File: config.mk
export PLATFORM = sky130hd
export DESIGN_NAME = dmem_responder
export DESIGN_NICKNAME = d
export VERILOG_FILES = /design/src/rtl/dmem_pkg.sv /design/src/rtl/write_buffer.sv /design/src/rtl/dmem_responder.sv
export SDC_FILE = /design/constraint.sdc
export NUM_CORES = 1
export LEC_CHECK = 0
export ABC_AREA = 1
export BUFFER_PORTS_ARGS = -buffer_cell sky130_fd_sc_hd__buf_4
export CAP_MARGIN = 20
export CELL_PAD_IN_SITES_DETAIL_PLACEMENT = 2
export CELL_PAD_IN_SITES_GLOBAL_PLACEMENT = 2
export CORE_UTILIZATION = 37
export CTS_CLUSTER_DIAMETER = 80
export DETAILED_ROUTE_END_ITERATION = 10
export HOLD_SLACK_MARGIN = 0.05
export PLACE_DENSITY_LB_ADDON = 0.1
export SLEW_MARGIN = 20
export SYNTH_ARGS = -nofsm -noshare
export SYNTH_HDL_FRONTEND = slang
export SYNTH_SLANG_ARGS = --single-unit
export TNS_END_PERCENT = 50
File: constraint.sdc
create_clock -name i_clk -period 14.1 [get_ports i_clk]
set_input_delay 1.41 -clock i_clk [delete_from_list [all_inputs] [get_ports i_clk]]
set_output_delay 1.41 -clock i_clk [all_outputs]
set_load 0.05 [all_outputs]
File: src/rtl/dmem_pkg.sv
// dmem_pkg: shared FSM encoding and default geometry for the data-memory responder
package dmem_pkg;
  localparam int WB_DEPTH_DEF = 4;
  localparam int ADDR_W_DEF   = 32;
  localparam int DATA_W_DEF   = 32;
  localparam int BYTE_OFS_W   = 2;
  typedef enum logic [1:0] {IDLE, WR_BUSY, RD_BUSY, RD_DONE} state_t;
endpackage

File: src/rtl/write_buffer.sv
// write_buffer: circular posted-store FIFO with a parallel youngest-match lookup for loads
module write_buffer #(
  parameter int DEPTH = 4,
  parameter int AW    = 30,
  parameter int DW    = 32
) (
  input  logic          i_clk,
  input  logic          i_rst_n,
  input  logic          i_push,
  input  logic [AW-1:0] i_push_addr,
  input  logic [DW-1:0] i_push_data,
  input  logic          i_pop,
  input  logic [AW-1:0] i_look_addr,
  output logic          o_full,
  output logic          o_empty,
  output logic [AW-1:0] o_head_addr,
  output logic [DW-1:0] o_head_data,
  output logic          o_hit,
  output logic [DW-1:0] o_hit_data
);
  localparam int PW = $clog2(DEPTH);
  logic [AW-1:0] r_addr [DEPTH];
  logic [DW-1:0] r_data [DEPTH];
  logic [PW-1:0] r_head, r_tail;
  logic [PW:0]   r_count;
  // pointers wrap naturally because DEPTH is a power of two
  always_ff @(posedge i_clk or negedge i_rst_n)
    if (!i_rst_n) begin
      r_head  <= '0;
      r_tail  <= '0;
      r_count <= '0;
    end else begin
      r_tail  <= r_tail + PW'(i_push);
      r_head  <= r_head + PW'(i_pop);
      r_count <= r_count + (PW+1)'(i_push) - (PW+1)'(i_pop);
    end
  // entry storage needs no reset: occupancy gates every read
  always_ff @(posedge i_clk)
    if (i_push) begin
      r_addr[r_tail] <= i_push_addr;
      r_data[r_tail] <= i_push_data;
    end
  assign o_full      = r_count == (PW+1)'(DEPTH);
  assign o_empty     = r_count == '0;
  assign o_head_addr = r_addr[r_head];
  assign o_head_data = r_data[r_head];
  // scan oldest to youngest so the youngest matching entry wins
  always_comb begin
    o_hit      = 1'b0;
    o_hit_data = '0;
    for (int k = 0; k < DEPTH; k++)
      if (k < int'(r_count) && r_addr[r_head + PW'(k)] == i_look_addr) begin
        o_hit      = 1'b1;
        o_hit_data = r_data[r_head + PW'(k)];
      end
  end
endmodule

File: src/rtl/dmem_responder.sv
// dmem_responder: MEM-stage data port with posted write buffer and req/ack external memory bus
module dmem_responder
  import dmem_pkg::*;
#(
  parameter int WB_DEPTH = WB_DEPTH_DEF,
  parameter int ADDR_W   = ADDR_W_DEF,
  parameter int DATA_W   = DATA_W_DEF
) (
  input  logic              i_clk,
  input  logic              i_rst_n,
  input  logic [ADDR_W-1:0] i_alu_out,
  input  logic              i_we_dm,
  input  logic [DATA_W-1:0] i_wd_dm,
  input  logic              i_re_dm,
  output logic [DATA_W-1:0] o_rd_dm,
  output logic              o_mem_stall,
  output logic              o_bus_req,
  output logic              o_bus_we,
  output logic [ADDR_W-1:0] o_bus_addr,
  output logic [DATA_W-1:0] o_bus_wd,
  input  logic              i_bus_ack,
  input  logic [DATA_W-1:0] i_bus_rd
);
  localparam int AW = ADDR_W - BYTE_OFS_W;
  state_t            r_state, w_nxt;
  logic [DATA_W-1:0] r_rd_hold;
  logic              w_full, w_empty, w_hit, w_miss, w_push, w_pop, w_ld_rd, w_ld_wr;
  logic [AW-1:0]     w_head_addr;
  logic [DATA_W-1:0] w_head_data, w_hit_data;
  logic              w_unused;
  assign w_unused = ^i_alu_out[BYTE_OFS_W-1:0];
  write_buffer #(.DEPTH(WB_DEPTH), .AW(AW), .DW(DATA_W)) u_wb (
    .i_clk       (i_clk),
    .i_rst_n     (i_rst_n),
    .i_push      (w_push),
    .i_push_addr (i_alu_out[ADDR_W-1:BYTE_OFS_W]),
    .i_push_data (i_wd_dm),
    .i_pop       (w_pop),
    .i_look_addr (i_alu_out[ADDR_W-1:BYTE_OFS_W]),
    .o_full      (w_full),
    .o_empty     (w_empty),
    .o_head_addr (w_head_addr),
    .o_head_data (w_head_data),
    .o_hit       (w_hit),
    .o_hit_data  (w_hit_data)
  );
  assign w_push      = i_we_dm & ~w_full;
  assign w_miss      = i_re_dm & ~i_we_dm & ~w_hit & (r_state != RD_DONE);
  assign o_mem_stall = i_rst_n & (w_miss | (i_we_dm & w_full));
  assign o_bus_req   = (r_state == WR_BUSY) || (r_state == RD_BUSY);
  assign o_rd_dm     = (r_state == RD_DONE) ? r_rd_hold : (i_re_dm & w_hit) ? w_hit_data : '0;
  // state register
  always_ff @(posedge i_clk or negedge i_rst_n)
    if (!i_rst_n) r_state <= IDLE;
    else r_state <= w_nxt;
  // next state: a load miss outranks draining, and a miss behind a write chains straight into the read
  always_comb begin
    w_nxt   = r_state;
    w_ld_rd = 1'b0;
    w_ld_wr = 1'b0;
    w_pop   = 1'b0;
    case (r_state)
      IDLE: begin
        w_ld_rd = w_miss;
        w_ld_wr = ~w_miss & ~w_empty;
        w_nxt   = w_miss ? RD_BUSY : ~w_empty ? WR_BUSY : IDLE;
      end
      WR_BUSY: begin
        w_pop   = i_bus_ack;
        w_ld_rd = i_bus_ack & w_miss;
        w_nxt   = ~i_bus_ack ? WR_BUSY : w_miss ? RD_BUSY : IDLE;
      end
      RD_BUSY: w_nxt = i_bus_ack ? RD_DONE : RD_BUSY;
      default: w_nxt = IDLE;
    endcase
  end
  // bus fields are captured on entry to a busy state and held until acknowledged
  always_ff @(posedge i_clk or negedge i_rst_n)
    if (!i_rst_n) begin
      o_bus_we   <= 1'b0;
      o_bus_addr <= '0;
      o_bus_wd   <= '0;
      r_rd_hold  <= '0;
    end else begin
      if (w_ld_rd) begin
        o_bus_we   <= 1'b0;
        o_bus_addr <= {i_alu_out[ADDR_W-1:BYTE_OFS_W], {BYTE_OFS_W{1'b0}}};
        o_bus_wd   <= '0;
      end else if (w_ld_wr) begin
        o_bus_we   <= 1'b1;
        o_bus_addr <= {w_head_addr, {BYTE_OFS_W{1'b0}}};
        o_bus_wd   <= w_head_data;
      end
      if (r_state == RD_BUSY && i_bus_ack) r_rd_hold <= i_bus_rd;
    end
endmodule

### After elaboration in Yosys (flattened, before gate mapping)

Memory sizes are Yosys's and may differ from the RTL's.
Index checks and enable logic that the tools add are counted.

* bits in registers: 106
* RAM bits: 248
* bits of input ports: 101
* logic and storage cells: 81
* memories kept: 2

Memories
* u_wb.r_data: depth 4, bits a word 32, rd ports 4, clocked after memory_dff 0, wr ports 1, RTL line write_buffer.sv:23 `logic [DW-1:0] r_data [DEPTH];`
* u_wb.r_addr: depth 4, bits a word 30, rd ports 4, clocked after memory_dff 0, wr ports 1, RTL line write_buffer.sv:22 `logic [AW-1:0] r_addr [DEPTH];`

* add/subtract/negate cells: 7
* $lt $le $gt $ge: 4
* equality and inequality tests: 9
* mux-type cells: 27
* bitwise gates (word level): 15
* reductions and logical operators: 9

Operator list (number)
* $mux W32: 10
* $eq A30 B30 Y1: 4
* $mux W1: 12
* $and A1 B1 Y1: 9
* $lt A1 B3 Y1 const A: 2
* $lt A2 B3 Y1 const A: 2
* $mux W2: 3
* $pmux W2 S3: 1
* $logic_and A1 B1 Y1: 5
* $not A1 Y1: 5
* $add A2 B1 Y2: 2
* $add A2 B2 Y2 const B: 2
* $eq A2 B2 Y1 const B: 2
* $add A3 B1 Y3: 1
* $eq A3 B3 Y1 const B: 1
* $logic_not A3 Y1: 1
* $sub A3 B1 Y3: 1
* $add A2 B1 Y2 const B: 1
* $eq A2 B1 Y1 const B: 1
* $logic_not A2 Y1: 1
* $ne A2 B2 Y1 const B: 1
* $pmux W1 S2: 1
* $reduce_bool A2 Y1: 1
* $logic_or A1 B1 Y1: 1
* $or A1 B1 Y1: 1

### Longest topological paths before layout

Gate-level depths: netlist of run 1.
An unclocked memory read counts as a cell.

* word-level depth: 15
* mapped depth: 22
* gate-level depth less buffers: 19

### Modules after synthesis

From an unflattened synthesis of run 1, not the netlist that was laid out.

* cell total of the unflattened synthesis: 3019
* area, all modules: 22232.6 µm²

Modules (own cells, without submodules)
* write_buffer: instances 1, cells an instance 2407, area an instance 17332.9 µm²
* dmem_responder: instances 1, cells an instance 612, area an instance 4899.7 µm²

### Least setup slack after synthesis of run 1

Ideal clock, no wire load.

* path kind: input port to flip-flop
* start: in i_we_dm
* end: mem u_wb.r_addr[0][0], enable pin
* library setup time: 558 ps
* arrival: 5774 ps
* required time: 13542 ps
* setup slack: 7768 ps
* stages: 2
* path through: o31ai_1 > nor3_1

* cells in the longest elaborated chain, start to end: 3

RTL lines
* start, declared: RTL line dmem_responder.sv:12 `input logic i_we_dm,`
* $and A1 B1 Y1: RTL line dmem_responder.sv:47 `assign w_push = i_we_dm & ~w_full;`
* $mux W1: RTL line write_buffer.sv:39 `if (i_push) begin`
* $mux W1 (implied by the code): RTL line write_buffer.sv:40 `r_addr[r_tail] <= i_push_addr;`
* end, declared: RTL line write_buffer.sv:22

No other way between the ends.

### Final worst setup path of run 1

* start: reg u_wb.r_head[0]
* end: out o_rd_dm[31]

* cells in the longest elaborated chain, start to end: 10
* elaborated cells on any way between the ends: 24
* those cells by class: add/sub: 3; eq/ne: 4; mux: 10; bitwise: 1; reduce/logical: 4; memory: 2

RTL lines
* start, declared: RTL line write_buffer.sv:24 `logic [PW-1:0] r_head, r_tail;`
* start signal, assigned: RTL line write_buffer.sv:34 `r_head <= r_head + PW'(i_pop);`
* $add A2 B1 Y2 / $mem_v2 Z4 W30 (equally long branches)
* $mem_v2 Z4 W30 / $eq A30 B30 Y1 (equally long branches)
* $eq A30 B30 Y1 / $logic_and A1 B1 Y1 (equally long branches): RTL line write_buffer.sv:52 `if (k < int'(r_count) && r_addr[r_head + PW'(k)] == i_look_addr) begin`
* $logic_and A1 B1 Y1 / $mux W1 (equally long branches): RTL line write_buffer.sv:52
* $mux W1 (3 in series): RTL line write_buffer.sv:52
* $and A1 B1 Y1: RTL line dmem_responder.sv:51 `assign o_rd_dm = (r_state == RD_DONE) ? r_rd_hold : (i_re_dm & w_hit) ? w_hit_data : '0;`
* $mux W32 (*) (2 in series): RTL line dmem_responder.sv:51
* end, declared: RTL line dmem_responder.sv:15 `output logic [DATA_W-1:0] o_rd_dm,`

Mark *: on every way between the ends. The rest lies on a longest branch, timed or not.

==> results of run 1 <==
where the power goes:
group          leakage [nW]  internal (mW)  switching (mW)
logic                  7.63          0.904            2.59
registers              3.56           1.42           0.183
clock network         0.722          0.677           0.490
critical path, stage by stage (launching register included):
cell and delay [ps]:
dfrtp_4 740, inv_4 580, nand2_1 200, nand2_4 620, buf_4 780, nand2_1 170, nand3_1 140, nand2_1 70
nor2_1 300, nand2_1 90, nor2_1 110, nand2_1 70, nor2_2 100, buf_4 480, nor2_2 140, nand2_1 130
nand2_2 540, nor2_1 310, nand2_1 160, nand2_1 140, buf_4 210
final cells by class:
class / instances / area, um2
Fill cell: 6815 / 32900
Clock inverter: 19 / 186
Antenna cell: 1 / 2.50
Multi-Input combinational cell: 2328 / 10400
Clock buffer: 65 / 1290
Timing Repair Buffer: 222 / 1680
Sequential cell: 352 / 10100
Tap cell: 765 / 957
Inverter: 157 / 598
cell families after synthesis:
| logic type | after synthesis |
|---|---|
| muxes | 32 |
| xor gates and xnor gates | 9 |
| AOI/OAI and AO/OA | 288 |
| other | 1 |
| buffers and inverters | 338 |
| and+or+nand+nor | 1986 |
| DFF | 352 |
| adders and majority gates | 11 |
flip-flops by register name, summed over array words and instances (netlist names), 3 cells and up:
name	count
o_bus_addr	30
o_bus_wd	32
r_rd_hold	32
u_wb.r_addr	120
u_wb.r_count	3
u_wb.r_data	128
final timing paths:
| check | endpoint | slack, ps | cells after the start |
|---|---|---|---|
| hold / removal | o_bus_we | 500 | 1 |
| hold reg to reg | o_bus_we | 500 | 1 |
| setup / recovery | o_rd_dm[31] | 5910 | 20 |
| setup reg to reg | o_bus_addr[23] | 7850 | 18 |
| min in group asynchronous | r_rd_hold[28] | 880 | 1 |
| max in group asynchronous | o_bus_addr[25] | 11770 | 2 |
synth_stat cells (5+ instances only):
library cell and n:
nand2_1 1358, nand3_1 394, edfxtp_1 248, o21ai_0 212
inv_1 152, nor2_1 143, dfrtp_1 104, clkbuf_1 80
nand4_1 44, a21oi_1 37, buf_4 36, buf_2 33
mux2_2 32, o211ai_1 31, or2_2 31, buf_1 25
ha_1 10, xor2_1 9, buf_6 7, nor3_1 5
routing by layer:
layer  vias to the layer above  global-route usage (%)
li1                      10100                       -
met1                     11200                    38.1
met2                       452                    52.5
met3                       130                    3.23
met4                         4                    8.73
met5                         -                       0
==> flow_metrics.py, run 1 <==
metrics = {
    "layout": {
        "final_common_cell": "nand2_1",
        "nets": 3218,
        "layout-drive-gt1-share_pct": 12.1,
        "areaGrowthSynthToFinish_pct": 15.1,
        "fin_area_um2": 25100,
        "final_cell_mix": "nand2_1, nand3_1, edfxtp_1",
        "fin_cells": 3909,
        "finish.utilization_pct": 43.3,
    },
    "floorplan": {
        "core_um2": 58000,
        "design.die.area_um2": 60000,
        "ios": 200,
        "die_w_um": 245,
        "fp-row-count": 88,
        "start_util_pct": 37.7,
        "fp.dieH_um": 245,
    },
    "sta": {
        "drv_slew": 0,
        "finalSetupViolCount": 0,
        "hold_viol_final": 0,
        "min_period_over_period_pct": 58.1,
        "timing.hold.ws_ps": 505,
        "fin_ws_ps": 5910,
        "tightest_slew_ps": 991,
        "slew_headroom_pct": 33.7,
        "post-route-min-period_ps": 8190,
        "skew_ps": 31.8,
        "fin_tns_setup_ps": 0,
        "fmax_mhz": 122,
        "rsz0062_at_grt": "no",
    },
    "setup_path": {
        "critPathArrivalTime_ps": 6780,
        "crit_fanout": 67,
        "end_kind": "output port",
        "r2r-start": "u_wb.r_head[0]",
        "path_class": "reg2out",
        "cp.required_ps": 12690,
        "crit_start": "u_wb.r_head[0]",
        "worst_setup_path_start_kind": "flop",
    },
    "run": {
        "max-cap-violations": 0,
    },
    "logic_synthesis": {
        "muxShareOfSynthArea_pct": 1.65,
        "ys.flop_type": "edfxtp_1",
        "yosys.area_share.simple_pct": 37.5,
        "syn_area_um2": 21900,
        "synth_edf_count": 248,
        "synthAdderAreaFrac_pct": 0.664,
        "yosysWarnings": 0,
        "synth.area.top_cells": "edfxtp_1, nand2_1, dfrtp_1, nand3_1, o21ai_0",
        "ys_seq_area_share_pct": 46.0,
        "ys_ff_latch": 352,
        "synth_top_family_by_area": "simple AND/OR/NAND/NOR gates",
        "synthDominantCellAreaShare_pct": 34.1,
        "synthCells": 3017,
        "synth_compound_gate_area_share_pct": 6.99,
        "synth_cell_types": 36,
        "syn_avg_cell_area_um2": 7.24,
        "synthXorXnorAreaFrac_pct": 0.361,
        "synth_top_cell_by_area": "edfxtp_1",
        "ys_async_sr_fraction_pct": 29.5,
    },
    "global_route": {
        "grt_remaining_overflow": 0,
        "antenna_found_initial": 3,
        "grt_usage_pct": 29.7,
        "grt_pass1_vias": 24200,
        "grt_pass1_wl_um": 138000,
        "grt_max_degree": 229,
    },
    "placement": {
        "place_congestion": 0.846,
        "dpl.hpwl_um": 59600,
        "placed_area_um2": 23700,
        "io_buffers": 195,
        "dp.cells": 3824,
        "dp_slack_ps": 6540,
    },
    "route": {
        "totalWireLength_um": 89800,
        "wire_per_inst_um": 23.0,
        "top_layer": "met5",
        "met2WireLength_um": 44500,
        "drt-vias-per-instance": 5.60,
        "wl_met3_um": 3610,
        "num_vias": 21900,
        "firstDrtPassIters": 5,
        "drt_iter0_markers": 1090,
        "drtAntennaViolNets": 0,
        "drc": 0,
        "wl_met1_um": 39700,
    },
    "clocking": {
        "cts_resized": 0,
        "ctsRootBufferMaster": "clkbuf_16",
        "holdBufCountCts": 0,
        "cts_tree": "built",
        "htreeDepth": 2,
        "worstSkewPairLatency_ps": 600,
        "post_cts_buffers": 0,
        "clk_pin_slew_ps": 60,
        "cts_made_buffers": 45,
        "clock-sinks": 352,
        "cts_buffer_depth": 3,
    },
    "pwr": {
        "p_total_mw": 6.26,
        "ir_worst_vdd_v": 0.000250,
        "p_leak_nw": 11.9,
        "power_density_nw_per_um2": 249,
    },
    "hold_path": {
        "hp-start": "o_bus_we",
        "hp-class": "reg2reg",
    },
    "run_status": {
        "status": "finished clean",
    },
}
No activity file was read; power rests on OpenSTA's default activity.
==> run 2, diff against run 1 <==
--- a/config.mk
+++ b/config.mk
@@ -10,7 +10,7 @@
 export CAP_MARGIN = 20
 export CELL_PAD_IN_SITES_DETAIL_PLACEMENT = 2
 export CELL_PAD_IN_SITES_GLOBAL_PLACEMENT = 2
-export CORE_UTILIZATION = 37
+export CORE_UTILIZATION = 35
 export CTS_CLUSTER_DIAMETER = 80
 export DETAILED_ROUTE_END_ITERATION = 10
 export HOLD_SLACK_MARGIN = 0.05
==> constraint.sdc (replaced) <==
create_clock -name i_clk -period 8.57 [get_ports i_clk]
set_input_delay 0.857 -clock i_clk [delete_from_list [all_inputs] [get_ports i_clk]]
set_output_delay 0.857 -clock i_clk [all_outputs]
set_load 0.05 [all_outputs]
==> run 2 against run 1 <==
Compared with the run above:
- clock power grew 63%
- sequential power grew 62%
- combinational power grew 65%
- largest power group unchanged
- core utilization shrank 2.3 points
- register-to-register slack lost 4500 ps
- total power grew 64%
- clock skew shrank 17 ps
- cell area grew 0.62%
- cell count grew 2.0%
- critical path type unchanged
- via count shrank 0.20%
- largest cell class unchanged
==> flow_metrics.py, run 2 (same netlist as run 1, synthesis figures left out) <==
metrics = {
    "route": {
        "drt_iter0_markers": 1121,
        "drtAntennaViolNets": 0,
        "firstDrtPassIters": 5,
        "num_vias": 21900,
        "drc": 0,
        "wire_per_inst_um": 22.4,
        "drt-vias-per-instance": 5.48,
        "totalWireLength_um": 89400,
    },
    "sta": {
        "skew_ps": 14.6,
        "fmax_mhz": 150,
        "fin_tns_setup_ps": 0,
        "post-route-min-period_ps": 6670,
        "slew_headroom_pct": 28.2,
        "drv_slew": 0,
        "min_period_over_period_pct": 77.8,
        "finalSetupViolCount": 0,
        "rsz0062_at_grt": "no",
        "tightest_slew_ps": 1080,
        "hold_viol_final": 0,
    },
    "setup_path": {
        "critPathSlowestCell": "nand2_4",
        "critPathArrivalTime_ps": 5810,
        "crit_fanout": 66,
        "r2r_slack_ps": 3310,
        "critPathBufInv": 2,
        "cp.required_ps": 7710,
        "end_kind": "output port",
        "cpPeakStageDelay_ps": 700,
        "reg2regPathDepth": 19,
        "crit_path_end": "o_rd_dm[2]",
        "crit_start": "u_wb.r_head[0]",
        "path_cells": "inv_4 > nand2_1 > nand2_4 > nand2_1 > nand3_1 > nand2_1 > nor2_1 > nand2_1 > nor2_1 > nand2_1 > nor2_2 > nor2_2 > nand2_1 > nand2_2 > nor2_1 > nand2_1 > nand2_1 > buf_4",
        "path_class": "reg2out",
        "crit_cells": 18,
        "worst_setup_path_start_kind": "flop",
        "crit_top_cell": "nand2_1",
        "rr_endpoint": "o_bus_addr[25]",
        "r2r-start": "u_wb.r_head[0]",
        "crit_family": "simple AND/OR/NAND/NOR gates",
    },
    "global_route": {
        "grt_pass1_vias": 23800,
        "grt_max_degree": 247,
        "grt_usage_pct": 28.1,
        "grt_remaining_overflow": 0,
        "grt_pass1_wl_um": 137000,
        "antenna_found_initial": 4,
    },
    "placement": {
        "dpl.hpwl_um": 60300,
        "io_buffers": 195,
        "dp.cells": 3904,
        "place_congestion": 0.847,
    },
    "layout": {
        "nets": 3228,
        "finish.utilization_pct": 41.0,
        "final_cell_mix": "nand2_1, nand3_1, edfxtp_1",
        "antenna-diode-count": 0,
        "largest_reg_flops": 128,
        "areaGrowthSynthToFinish_pct": 15.8,
        "reg_top3": "u_wb.r_data (128), u_wb.r_addr (120)",
        "final_common_cell": "nand2_1",
        "max_flop_register": "u_wb.r_data",
        "layout-drive-gt1-share_pct": 12.3,
        "fin_cells": 3988,
    },
    "floorplan": {
        "fp.dieH_um": 252,
        "start_util_pct": 35.4,
        "ios": 200,
        "fp-row-count": 91,
        "die_w_um": 252,
        "core_um2": 61700,
        "design.die.area_um2": 63500,
    },
    "clocking": {
        "clk_pin_slew_ps": 60,
        "post_cts_buffers": 0,
        "htreeDepth": 2,
        "clock-sinks": 352,
        "cts_resized": 0,
        "cts_tree": "built",
        "cts_made_buffers": 45,
        "ctsRootBufferMaster": "clkbuf_16",
        "holdBufCountCts": 0,
        "cts_buffer_depth": 3,
        "worstSkewPairLatency_ps": 590,
    },
    "pwr": {
        "power_density_nw_per_um2": 406,
        "switchingPower_mw": 5.31,
        "combPwrFrac_pct": 56.0,
        "p_total_mw": 10.3,
        "swShare_pct": 51.7,
        "ir_worst_vdd_v": 0.000369,
        "internal_power_mw": 4.95,
        "sequentialPowerShare_pct": 25.4,
        "p_leak_nw": 12.0,
        "p_clk_share_pct": 18.6,
    },
    "hold_path": {
        "hp-class": "in2async",
    },
    "run": {
        "max-cap-violations": 0,
    },
    "run_status": {
        "status": "finished clean",
    },
}
-- run 2: changes by cell type in the layout (fill, tap and decap cells not counted), moves of 2 or more --
cell	delta
clkbuf_8	-2
clkinv_1	-2
buf_4	+8
clkbuf_1	+5
-- run 2: worst min path at each step --
stage / from / depth (start not counted) / slack [ps] / to
floorplan: r_rd_hold[11] / 1 / 480 / r_rd_hold[11]
finish: i_rst_n / 2 / 450 / r_rd_hold[14]
detailed placement: o_bus_we / 1 / 490 / o_bus_we
CTS: i_rst_n / 2 / 430 / o_bus_wd[31]
global placement: o_bus_we / 1 / 490 / o_bus_we
global route: i_rst_n / 2 / 440 / r_rd_hold[14]
-- run 2: routing by layer --
| layer | vias up | GRT usage, % | wire, um |
|---|---|---|---|
| met5 | - | 0 | 44 |
| met4 | 6 | 9.71 | 2870 |
| met1 | 11200 | 36.5 | 39700 |
| met3 | 152 | 3.43 | 3520 |
| li1 | 10100 | - | - |
| met2 | 433 | 48.2 | 43300 |
-- run 2: final cells by class --
type	count	area [um2]
Timing Repair Buffer	232	1770
Sequential cell	352	10100
Clock inverter	13	150
Fill cell	7209	36400
Tap cell	837	1050
Inverter	157	598
Multi-Input combinational cell	2328	10400
Clock buffer	69	1310
-- run 2: through the flow --
stage	cell area (um2)	worst slack, ps	hold WS, ps
detailed placement	23800	2290	492
floorplan	21900	2790	480
finish	25300	1900	455
CTS	25300	1620	427
global placement	23800	2500	488
global route	25300	1560	441
-- run 2: power by group through the flow --
stage                     sequential, mW  clock (mW)  combinational, mW
after floorplan                     3.01           0               3.55
after global placement              2.61           0               5.43
after detailed placement            2.64           0               5.71
after CTS                           2.61        1.94               5.77
after global routing                2.66        1.99               6.33
final                               2.61        1.91               5.75
==> run 3, diff against run 2 <==
==> constraint.sdc (replaced) <==
create_clock -name i_clk -period 7 [get_ports i_clk]
set_input_delay 0.7 -clock i_clk [delete_from_list [all_inputs] [get_ports i_clk]]
set_output_delay 0.7 -clock i_clk [all_outputs]
set_load 0.05 [all_outputs]
==> run 3 against run 2 <==
Compared with the run above:
- combinational power grew 22%
- critical path depth shrank 1
- via count shrank 0.68%
- largest power group unchanged
- wire length shrank 0.73%
- cell area grew 0.13%
- total power grew 23%
- sequential cell count is the same
- global-route usage shrank 0.26 points
- count of clock-buffer cells in the layout grew 1
- highest routed layer unchanged
- non-clock buffer count grew 4
- sequential power grew 24%
- critical path type unchanged
- die area is the same
==> flow_metrics.py, run 3 (same netlist as run 1, synthesis figures left out) <==
metrics = {
    "layout": {
        "finish.utilization_pct": 41.1,
        "fin_cells": 3996,
        "final_common_cell": "nand2_1",
        "max_flop_register": "u_wb.r_data",
        "nets": 3233,
        "final_cell_mix": "nand2_1, nand3_1, edfxtp_1",
        "largest_reg_flops": 128,
        "register_area_um2": 10100,
        "reg_top3": "u_wb.r_data (128), u_wb.r_addr (120)",
        "areaGrowthSynthToFinish_pct": 15.9,
        "layout-drive-gt1-share_pct": 12.3,
        "multi_input_area_um2": 10400,
        "nFillCells": 7269,
        "antenna-diode-count": 0,
    },
    "global_route": {
        "grt_max_degree": 145,
        "grt_usage_pct": 27.8,
        "grt_pass1_wl_um": 136000,
        "grt_pass1_vias": 23900,
        "antenna_found_initial": 2,
        "grt_remaining_overflow": 0,
    },
    "sta": {
        "tightest_slew_ps": 1080,
        "timing.hold.ws_ps": 71.6,
        "min_period_over_period_pct": 84.4,
        "hold_viol_final": 0,
        "drv_slew": 0,
        "fin_tns_setup_ps": 0,
        "rsz0062_at_grt": "no",
        "post-route-min-period_ps": 5910,
        "finalSetupViolCount": 0,
        "skew_ps": 28.9,
        "slew_headroom_pct": 27.9,
        "fmax_mhz": 169,
    },
    "setup_path": {
        "reg2regPathDepth": 17,
        "cpPeakStageDelay_ps": 710,
        "crit_top_cell": "nand2_1",
        "path_class": "reg2out",
        "critPathSlowestCell": "nand2_4",
        "rr_endpoint": "o_bus_addr[18]",
        "r2r_slack_ps": 1900,
        "r2r-start": "u_wb.r_head[0]",
        "worst_setup_path_start_kind": "flop",
        "critPathArrivalTime_ps": 5210,
        "path_cells": "inv_4 > nand2_1 > nand2_4 > nand2_1 > nand3_1 > nand2_1 > nor2_1 > nand2_1 > nor2_1 > nand4_1 > buf_4 > buf_4 > a21oi_1 > nor2_1 > nand2_1 > nand2_1 > buf_4",
        "cp.required_ps": 6300,
        "end_kind": "output port",
        "crit_fanout": 66,
    },
    "run": {
        "max-cap-violations": 0,
    },
    "placement": {
        "dpl.hpwl_um": 60200,
        "dp.cells": 3910,
        "place_congestion": 0.845,
        "io_buffers": 195,
    },
    "run_status": {
        "status": "finished clean",
    },
    "pwr": {
        "p_leak_nw": 12.0,
        "power_density_nw_per_um2": 499,
        "ir_worst_vdd_v": 0.000403,
    },
    "clocking": {
        "htreeDepth": 2,
        "clk_pin_slew_ps": 60,
        "ctsRootBufferMaster": "clkbuf_16",
        "clock-sinks": 352,
        "cts_made_buffers": 46,
        "cts_tree": "built",
        "holdBufCountCts": 0,
        "cts_resized": 0,
        "worstSkewPairLatency_ps": 600,
        "cts_buffer_depth": 3,
        "post_cts_buffers": 0,
    },
    "route": {
        "drt-vias-per-instance": 5.43,
        "firstDrtPassIters": 5,
        "totalWireLength_um": 88800,
        "drc": 0,
        "drt_iter0_markers": 1187,
        "num_vias": 21700,
        "drtAntennaViolNets": 0,
        "wire_per_inst_um": 22.2,
    },
    "floorplan": {
        "fp.dieH_um": 252,
        "ios": 200,
        "design.die.area_um2": 63500,
        "die_w_um": 252,
        "core_um2": 61700,
        "start_util_pct": 35.4,
        "fp-row-count": 91,
    },
    "hold_path": {
        "hp-class": "in2async",
    },
}
==> run 3: cell type report <==
type	count	area share [%]
multi-input combinational	2328	40.9
sequential	352	39.7
timing repair buffer	236	7.01
clock buffer	70	5.14
tap	837	4.13
inverter	157	2.36
clock inverter	16	0.751
==> run 3: power by group <==
part / leakage (nW) / internal [mW] / switching [mW]
Clock: 0.719 / 1.40 / 0.985
Combinational: 7.70 / 1.84 / 5.18
Sequential: 3.56 / 2.87 / 0.365
==> run 3: routing by layer <==
metal	up-vias	share of wire, %	GRT usage [%]
met3	128	3.6	2.90
met1	11100	45	36.0
li1	10100	-	-
met5	-	0.034	0
met2	386	49	49.1
met4	4	2.4	8.10
==> run 3: critical path, delay by kind of cell (launching register included) <==
kind / cells / cell delay [ps]
simple gates: 12 / 2350
flops: 1 / 680
compound gates: 1 / 180
buf+inv: 4 / 1330
==> run 3: metrics by stage <==
step | total power [mW] | worst slack (ps) | area (um2)
after global placement | 9.85 | 1840 | 23800
after detailed placement | 10.2 | 1770 | 23800
after global routing | 13.5 | 815 | 25300
final | 12.6 | 1090 | 25300
after floorplan | 8.03 | 1380 | 21900
after CTS | 12.7 | 1120 | 25300
==> run 3: worst max-delay path by stage <==
stage	startpoint	end	slack, ps
2_1_floorplan	i_we_dm	u_wb.r_addr[0][0]	1380
3_3_place_gp	u_wb.r_head[0]	o_rd_dm[31]	1840
3_5_place_dp	u_wb.r_head[0]	o_rd_dm[21]	1770
4_1_cts	u_wb.r_head[0]	o_rd_dm[23]	1120
5_1_grt	u_wb.r_head[0]	o_rd_dm[31]	820
6_report	u_wb.r_head[0]	o_rd_dm[23]	1090
